==> config.mk <==
export PLATFORM = sky130hd
export DESIGN_NAME = synapse_rc_mem
export DESIGN_NICKNAME = d
export VERILOG_FILES = /design/src/rtl/synapse_rc_mem.sv
export SDC_FILE = /design/constraint.sdc
export NUM_CORES = 1
export LEC_CHECK = 0
export BUFFER_PORTS_ARGS = -buffer_cell sky130_fd_sc_hd__buf_2
export CAP_MARGIN = 10
export CORE_UTILIZATION = 55
export DETAILED_ROUTE_END_ITERATION = 7
export PLACE_DENSITY_LB_ADDON = 0.08
export SYNTH_ARGS = -nofsm -noshare
export SYNTH_HDL_FRONTEND = slang
export SYNTH_SLANG_ARGS = --single-unit
==> constraint.sdc <==
create_clock -name clk -period 6.35 [get_ports clk]
set_input_delay 0.635 -clock clk [delete_from_list [all_inputs] [get_ports clk]]
set_output_delay 0.635 -clock clk [all_outputs]
set_load 0.01 [all_outputs]
==> src/rtl/synapse_rc_mem.sv <==
// Synapse weight memory: integer RAM plus a small associative rich-club fractional table, LFSR fractions otherwise.
// Optional build macro SYN_RC_REPLACE_EN: round-robin replacement on a full table instead of dropping the write.
module synapse_rc_mem #(
    parameter int          ADDR_W    = 7,
    parameter int          INT_W     = 8,
    parameter int          FRAC_W    = 8,
    parameter int          RC_DEPTH  = 4,
    parameter logic [15:0] LFSR_SEED = 16'hACE1
) (
    input  logic                      clk,
    input  logic                      rst,
    input  logic                      kill,
    input  logic                      req_valid,
    output logic                      req_ready,
    input  logic                      req_we,
    input  logic                      req_rc,
    input  logic [ADDR_W-1:0]         req_addr,
    input  logic [INT_W+FRAC_W-1:0]   req_data,
    output logic                      rsp_valid,
    output logic [INT_W+FRAC_W-1:0]   rsp_weight,
    output logic                      rsp_rc_hit,
    output logic                      rc_full,
    output logic                      rc_drop
);
    localparam int PTR_W = $clog2(RC_DEPTH);

    logic [INT_W-1:0]   ram [2**ADDR_W];
    logic [INT_W-1:0]   ram_q;
    logic [RC_DEPTH-1:0] rc_valid;
    logic [ADDR_W-1:0]  rc_tag  [RC_DEPTH];
    logic [FRAC_W-1:0]  rc_frac [RC_DEPTH];

    logic               accept, wr_acc, rd_acc;
    logic               hit, free, tbl_we, drop;
    logic [PTR_W-1:0]   hit_idx, free_idx, tbl_idx;
    logic [FRAC_W-1:0]  hit_frac;
    logic [RC_DEPTH-1:0] valid_next;

    logic               s1_valid, s1_zero, s1_hit;
    logic [FRAC_W-1:0]  s1_frac;
    logic [15:0]        lfsr, lfsr_next;

`ifdef SYN_RC_REPLACE_EN
    logic [PTR_W-1:0]   rr_ptr;
    logic               bump;
`endif

    assign req_ready = !rst && !kill;
    assign accept    = req_valid && req_ready;
    assign wr_acc    = accept && req_we;
    assign rd_acc    = accept && !req_we;
    assign lfsr_next = {lfsr[0] ^ lfsr[2] ^ lfsr[3] ^ lfsr[5], lfsr[15:1]};

    // Tag lookup shared by reads and writes; iterating downward lets the lowest index win.
    always_comb begin
        hit      = 1'b0;
        hit_idx  = '0;
        hit_frac = '0;
        free     = 1'b0;
        free_idx = '0;
        for (int i = RC_DEPTH - 1; i >= 0; i--) begin
            if (!rc_valid[i]) begin
                free     = 1'b1;
                free_idx = PTR_W'(i);
            end
            if (rc_valid[i] && rc_tag[i] == req_addr) begin
                hit      = 1'b1;
                hit_idx  = PTR_W'(i);
                hit_frac = rc_frac[i];
            end
        end
    end

    always_comb begin
        tbl_we = 1'b0;
        tbl_idx = hit_idx;
        drop   = 1'b0;
`ifdef SYN_RC_REPLACE_EN
        bump   = 1'b0;
`endif
        if (wr_acc && req_rc) begin
            if (hit) begin
                tbl_we = 1'b1;
            end else if (free) begin
                tbl_we  = 1'b1;
                tbl_idx = free_idx;
            end else begin
`ifdef SYN_RC_REPLACE_EN
                tbl_we  = 1'b1;
                tbl_idx = rr_ptr;
                bump    = 1'b1;
`else
                drop    = 1'b1;
`endif
            end
        end
        valid_next = rc_valid;
        if (tbl_we)
            valid_next[tbl_idx] = 1'b1;
    end

    // Read port runs every cycle so a write lands before a read accepted in the following cycle.
    always_ff @(posedge clk) begin
        if (wr_acc)
            ram[req_addr] <= req_data[INT_W+FRAC_W-1:FRAC_W];
        ram_q <= ram[req_addr];
    end

    always_ff @(posedge clk) begin
        if (rst) begin
            rc_valid <= '0;
            rc_full  <= 1'b0;
            rc_drop  <= 1'b0;
`ifdef SYN_RC_REPLACE_EN
            rr_ptr   <= '0;
`endif
        end else if (kill) begin
            rc_valid <= '0;
            rc_full  <= 1'b0;
            rc_drop  <= 1'b0;
        end else begin
            rc_valid <= valid_next;
            rc_full  <= &valid_next;
            rc_drop  <= drop;
            if (tbl_we) begin
                rc_tag[tbl_idx]  <= req_addr;
                rc_frac[tbl_idx] <= req_data[FRAC_W-1:0];
            end
`ifdef SYN_RC_REPLACE_EN
            if (bump)
                rr_ptr <= rr_ptr + 1'b1;
`endif
        end
    end

    // Two-stage read pipe: capture lookup with the RAM read, then assemble and register the response.
    always_ff @(posedge clk) begin
        if (rst || kill) begin
            s1_valid <= 1'b0;
        end else begin
            s1_valid <= rd_acc;
            s1_zero  <= (req_addr == '0);
            s1_hit   <= req_rc && hit;
            s1_frac  <= hit_frac;
        end
    end

    always_ff @(posedge clk) begin
        if (rst) begin
            rsp_valid  <= 1'b0;
            rsp_weight <= '0;
            rsp_rc_hit <= 1'b0;
            lfsr       <= LFSR_SEED;
        end else if (kill) begin
            rsp_valid  <= 1'b0;
        end else begin
            rsp_valid <= s1_valid;
            if (s1_valid) begin
                if (s1_zero) begin
                    rsp_weight <= '0;
                    rsp_rc_hit <= 1'b0;
                end else if (s1_hit) begin
                    rsp_weight <= {ram_q, s1_frac};
                    rsp_rc_hit <= 1'b1;
                end else begin
                    rsp_weight <= {ram_q, lfsr_next[FRAC_W-1:0]};
                    rsp_rc_hit <= 1'b0;
                    lfsr       <= lfsr_next;
                end
            end
        end
    end
endmodule

# Word-level counts from Yosys, hierarchy flattened
# Memories as Yosys holds them, arrays and structs flattened. A register that Yosys moved wholly into a read port is not among the register bits.
# Cells that the tools add are included.
totals:
  register_bits: 51
  latch_bits: 0
  ramBits: 1084
  mem_bits_ro: 0
  inputBits: 29
  elab_cells: 89
  mem_count: 3
mem_list:
  columns: ["name", "depth", "word_bits", "rd", "rd_clocked_by_memory_dff", "wr", "line", "rtl"]
  rows:
  - ["ram", 128, 8, 1, 1, 1, "27", "logic [INT_W-1:0] ram [2**ADDR_W];"]
  - ["rc_frac", 4, 8, 4, 0, 1, "31", "logic [FRAC_W-1:0] rc_frac [RC_DEPTH];"]
  - ["rc_tag", 4, 7, 4, 0, 1, "30", "logic [ADDR_W-1:0] rc_tag [RC_DEPTH];"]
op_classes:
  addsub: 0
  multipliers: 0
  div: 0
  magnitude_cmp: 2
  n_eq_ne: 4
  shifts: 0
  mux: 40
  bitwise_logic: 8
  reduce_logical: 21
op_table:
  columns: ["cell", "n"]
  rows:
  - ["2-to-1 mux 8 bit", 5]
  - ["equality test 7 bit", 4]
  - ["2-to-1 mux 2 bit", 11]
  - ["2-to-1 mux 1 bit", 21]
  - ["2-to-1 mux 16 bit", 1]
  - ["logical AND 1 bit", 11]
  - ["AND reduction 4 bit", 2]
  - ["zero test 7 bit", 1]
  - ["2-to-1 mux 4 bit", 1]
  - ["NOT 1 bit", 4]
  - ["OR 4 bit", 1]
  - ["OR reduction 4 bit", 1]
  - ["zero test 1 bit", 3]
  - ["less-than comparator 2 x 3 -> 1 bit, second input constant", 1]
  - ["XOR 1 bit", 3]
  - ["demux 1 bit (select 2 bit)", 1]
  - [">= comparator 2 x 1 -> 1 bit, second input constant", 1]
  - ["AND reduction 2 bit", 1]
  - ["OR reduction 2 bit", 1]
  - ["logical OR 1 bit", 1]

# Longest topological paths before layout
depth:
  ltp_word: 16
  depth_mapped: 12
  mapped_depth_nobuf: 6

# Worst setup path after synthesis
# No wires, ideal clock.
synth_timing:
  path_kind: "input to register"
  from: "input rst"
  to: "memory rc_frac[3][0], enable pin"
  setup_ps: 435
  arrival_ps: 3389
  path_slack_ps: 2526
  path_stages: 6
  path_cell_list: "buf_2 -> nor4bb_1 -> buf_2 -> nand2_1 -> or3_1 -> nor4b_1"
synth_between:
  elab_chain_cells: 10
  elab_cells_between_ends: 11
  cone_classes: "6 x mux; 5 x reduce/logical"
synth_lines:
  columns: ["element", "line", "rtl"]
  rows:
  - ["start, declared", "11", "input logic rst,"]
  - ["zero test 1 bit", "48", "assign req_ready = !rst && !kill;"]
  - ["logical AND 1 bit", "48", null]
  - ["logical AND 1 bit", "49", "assign accept = req_valid && req_ready;"]
  - ["logical AND 1 bit", "50", "assign wr_acc = accept && req_we;"]
  - ["logical AND 1 bit", "81", "if (wr_acc && req_rc) begin"]
  - ["2-to-1 mux 1 bit", "81", null]
  - ["2-to-1 mux 1 bit", "125", "if (tbl_we) begin"]
  - ["2-to-1 mux 1 bit", "117", "end else if (kill) begin"]
  - ["2-to-1 mux 1 bit", "110", "if (rst) begin"]
  - ["2-to-1 mux 1 bit (not written as such)", "127", "rc_frac[tbl_idx] <= req_data[FRAC_W-1:0];"]
  - ["end, declared", "31", null]
# Parallel ways exist; a longest one is shown, timed or not.

# Final worst setup path
layout_timing:
  from: "input req_addr[1]"
  to: "memory ram[102][5], enable pin"
layout_rtl:
  columns: ["element", "line", "rtl"]
  rows:
  - ["start, declared", "17", "input logic [ADDR_W-1:0] req_addr,"]
  - ["end, declared", "27", null]
# No word-level cell before the write port.

==> metrics.txt <==
outcome=finished clean; share of post-route cells with drive strength above 1=0.136; FILL cells=5624; max frequency=261 MHz; largest net degree at the start of global routing=87; Top FF cell, synth=edfxtp_1; commonest non-fill, non-tap cell in the layout=edfxtp_1; clk slew on worst S/H paths=0.06 ns; Floorplan Core Area=77800 sq um; grt ovf=0; number of synthesized flops with an enable pin=1094; Root Driver=clkbuf_16; max-slew violation count=0; sequential share of power=0.528; Warnings, synthesis=0; setup bufs post-CTS=0; Yosys top cell area share=0.756; Final min period=3.83 ns; RSZ-0062 raised after global routing=false; max cap viols=0; setup slack, reg-to-reg=2.83 ns; Setup TNS=0 ns; sw frac=0.214; Min-Delay Path Class=input pin to flop; DRT iter0 DRCs=3782; Synth-to-Final Area Change=11.6%; worst vdd ir=265 uV; Die Area=80200 sq um; clk_skew=0.0190 ns; H-Tree Depth=3; Comb pwr share=0.045; Synth area leaders=edfxtp_1 76%, a22oi_1 3.6%, dfxtp_1 2.3%; Mapped Cells=2580; hpwl dp=75600 microns; WHS Endpoint=s1_valid$_SDFF_PN0_; Detail Route Antenna Nets=0; Critical Path RT=6.64 ns; Vias/cell=6.83; Synth area leader=edfxtp_1; Worst Setup Path Type=input pin to flop; crit-path max FO=51; reg2reg end=rc_tag[1][3]$_DFFE_PP_; 1st-pass router iterations=6; Initial Util=0.559; most frequent cells in the layout=1094 x edfxtp_1, 208 x a22oi_1, 194 x nor2_1; CP Buf/Inv Count=2; CP Data Arrival Time=4.13 ns; Worst Tran Pin Value=1.19 ns; CTS sink cnt=1143; cts bufs inserted=114; DR vias=25740; worst skew pair latency=0.67 ns; Hold Crit Start=req_we; internal power=12300 uW; ys async rst share=0; hold path cells=2; CTS tree=done; synthesized area=43500 sq um; Unique masters post-synth=72; #FFs+latches synth=1143; DR WL/cell=34.2 microns; crit start category=input pin; crit share post-route=0.604; IO Count=50; sequential fraction of the synthesis area=0.778; post-synth net total=2609; initial antenna violation count=5; Fin. Hold Viols=0; Clk pwr share=0.427; Die Span Y=283 microns; cell breakdown of the critical path=buf_6 > buf_4 > and3b_4 > nand2_2 > nor2_1; R2R depth=6; Max Buffers Root-to-Sink=3; syn_area_per_cell=16.9 sq um; Final Routed Wirelength=129000 microns; delay-heaviest family, CP=simple AND/OR/NAND/NOR gates; gr usage total=0.320; leakage power=0.0150 uW; Critical R2R Launch=rc_tag[1][6]$_DFFE_PP_; Slowest cell on crit path=nor2_1; # hold bufs at CTS=0; row count=102; crit-path max cell delay=0.88 ns; fin util=0.623; endpoints failing setup=0; first-pass GRT wire length=184000 microns; post_cts resized=0; die width=283 microns; switching power=3350 uW; Port-buffer cells=49; Slew headroom=0.205; vias in the first global route=24914; DRC viols=0; gpl congestion=0.911; power density cells=323 nW/um^2; nets@finish=2654; Worst Setup End Kind=flop
per-stage QoR:
| stage | hold WS, ns | total power [uW] | setup slack [ns] | instance area, sq um | cells |
|---|---|---|---|---|---|
| 6_report | 0.131 | 15700 | 2.52 | 48500 | 3766 |
| 4_1_cts | 0.107 | 15700 | 2.68 | 48500 | 3764 |
| 3_3_place_gp | 0.440 | 9130 | 2.03 | 44800 | 3549 |
| 5_1_grt | 0.114 | 16000 | 2.42 | 48500 | 3764 |
| 2_1_floorplan | 0.432 | 8760 | 2.53 | 43500 | 2580 |
| 3_5_place_dp | 0.451 | 9140 | 1.98 | 44800 | 3549 |
registers in the layout, summed over array words and instances, names as in the netlist:
register    flops
s1_valid        1
ram_q           8
s1_frac         8
lfsr           16
rc_drop         1
s1_zero         1
rsp_valid       1
ram          1024
rsp_rc_hit      1
rc_full         1
rc_valid        4
rc_tag         28
rsp_weight     16
rc_frac        32
s1_hit          1
Yosys cell counts (7+ instances only):
| cell type | n |
|---|---|
| a211oi_1 | 10 |
| a21oi_1 | 80 |
| a221o_1 | 12 |
| a221oi_1 | 85 |
| a22o_1 | 54 |
| a22oi_1 | 208 |
| a31oi_1 | 29 |
| a41oi_1 | 17 |
| and2_1 | 7 |
| and3_1 | 9 |
| and4_1 | 8 |
| buf_1 | 19 |
| buf_2 | 70 |
| clkbuf_1 | 77 |
| dfxtp_1 | 49 |
| edfxtp_1 | 1094 |
| inv_1 | 11 |
| mux2_2 | 49 |
| mux2i_1 | 51 |
| mux4_2 | 18 |
| nand2_1 | 103 |
| nand2b_1 | 7 |
| nand3_1 | 17 |
| nand3b_1 | 7 |
| nand4_1 | 33 |
| nor2_1 | 195 |
| nor2b_1 | 10 |
| nor3_1 | 17 |
| nor3b_1 | 15 |
| o2111ai_1 | 8 |
| o211ai_1 | 19 |
| o21ai_0 | 27 |
| o2bb2ai_1 | 20 |
| o31ai_1 | 7 |
| xnor2_1 | 31 |
worst register-to-register path, cell delays in order (launching register included):
cell and delay [ns]:
edfxtp_1 0.39, xnor2_1 0.15, nand4_1 0.36, nor2_1 0.94
a21oi_1 0.23, or4b_1 0.58, inv_1 0.50
power by group through the flow:
stage	sequential (uW)	clock (uW)	combinational, uW
floorplan	8430	0	324
global placement	8450	0	684
detailed placement	8450	0	689
CTS	8290	6730	690
global route	8290	7030	723
finish	8290	6700	702
area by class of cell:
type | count | area [sq um] | share of cell area
flip-flops and latches | 1143 | 33800 | 0.697
multi-input cells | 1247 | 8860 | 0.183
clock buffers | 150 | 3120 | 0.0644
well taps | 1040 | 1300 | 0.0268
repair buffers | 106 | 762 | 0.0157
clock inverters | 65 | 601 | 0.0124
inverters | 13 | 48.8 | 0.00101
diodes | 2 | 5.00 | 0.000103
kinds of logic after synthesis:
kind of cell / after synthesis / synth area share
muxes: 118 / 0.0338
buffers and inverters: 190 / 0.0198
xor gates and xnor gates: 31 / 0.00624
AOI/OAI and AO/OA: 635 / 0.111
and+or+nand+nor: 463 / 0.0512
DFF: 1143 / 0.778
worst max-delay path by stage:
stage | from | depth (start not counted) | endpoint | slack, ns
6_report | req_addr[1] | 5 | ram[102][5]$_DFFE_PP_ | 2.52
5_1_grt | req_addr[1] | 5 | ram[102][5]$_DFFE_PP_ | 2.42
4_1_cts | req_addr[1] | 5 | ram[102][1]$_DFFE_PP_ | 2.68
3_5_place_dp | req_addr[1] | 5 | ram[102][5]$_DFFE_PP_ | 1.98
3_3_place_gp | req_addr[1] | 5 | ram[22][6]$_DFFE_PP_ | 2.03
2_1_floorplan | rst | 6 | rc_frac[3][0]$_DFFE_PP_ | 2.53
per-layer routing:
layer  vias to the layer above  global-route usage  share of wire
met5                         -                   0        0.00024
met3                       285              0.0720           0.11
li1                      10591                   -              -
met1                     13121               0.456           0.39
met4                         6               0.107          0.037
met2                      1737               0.493           0.46
(Power assumes the default switching activity.)
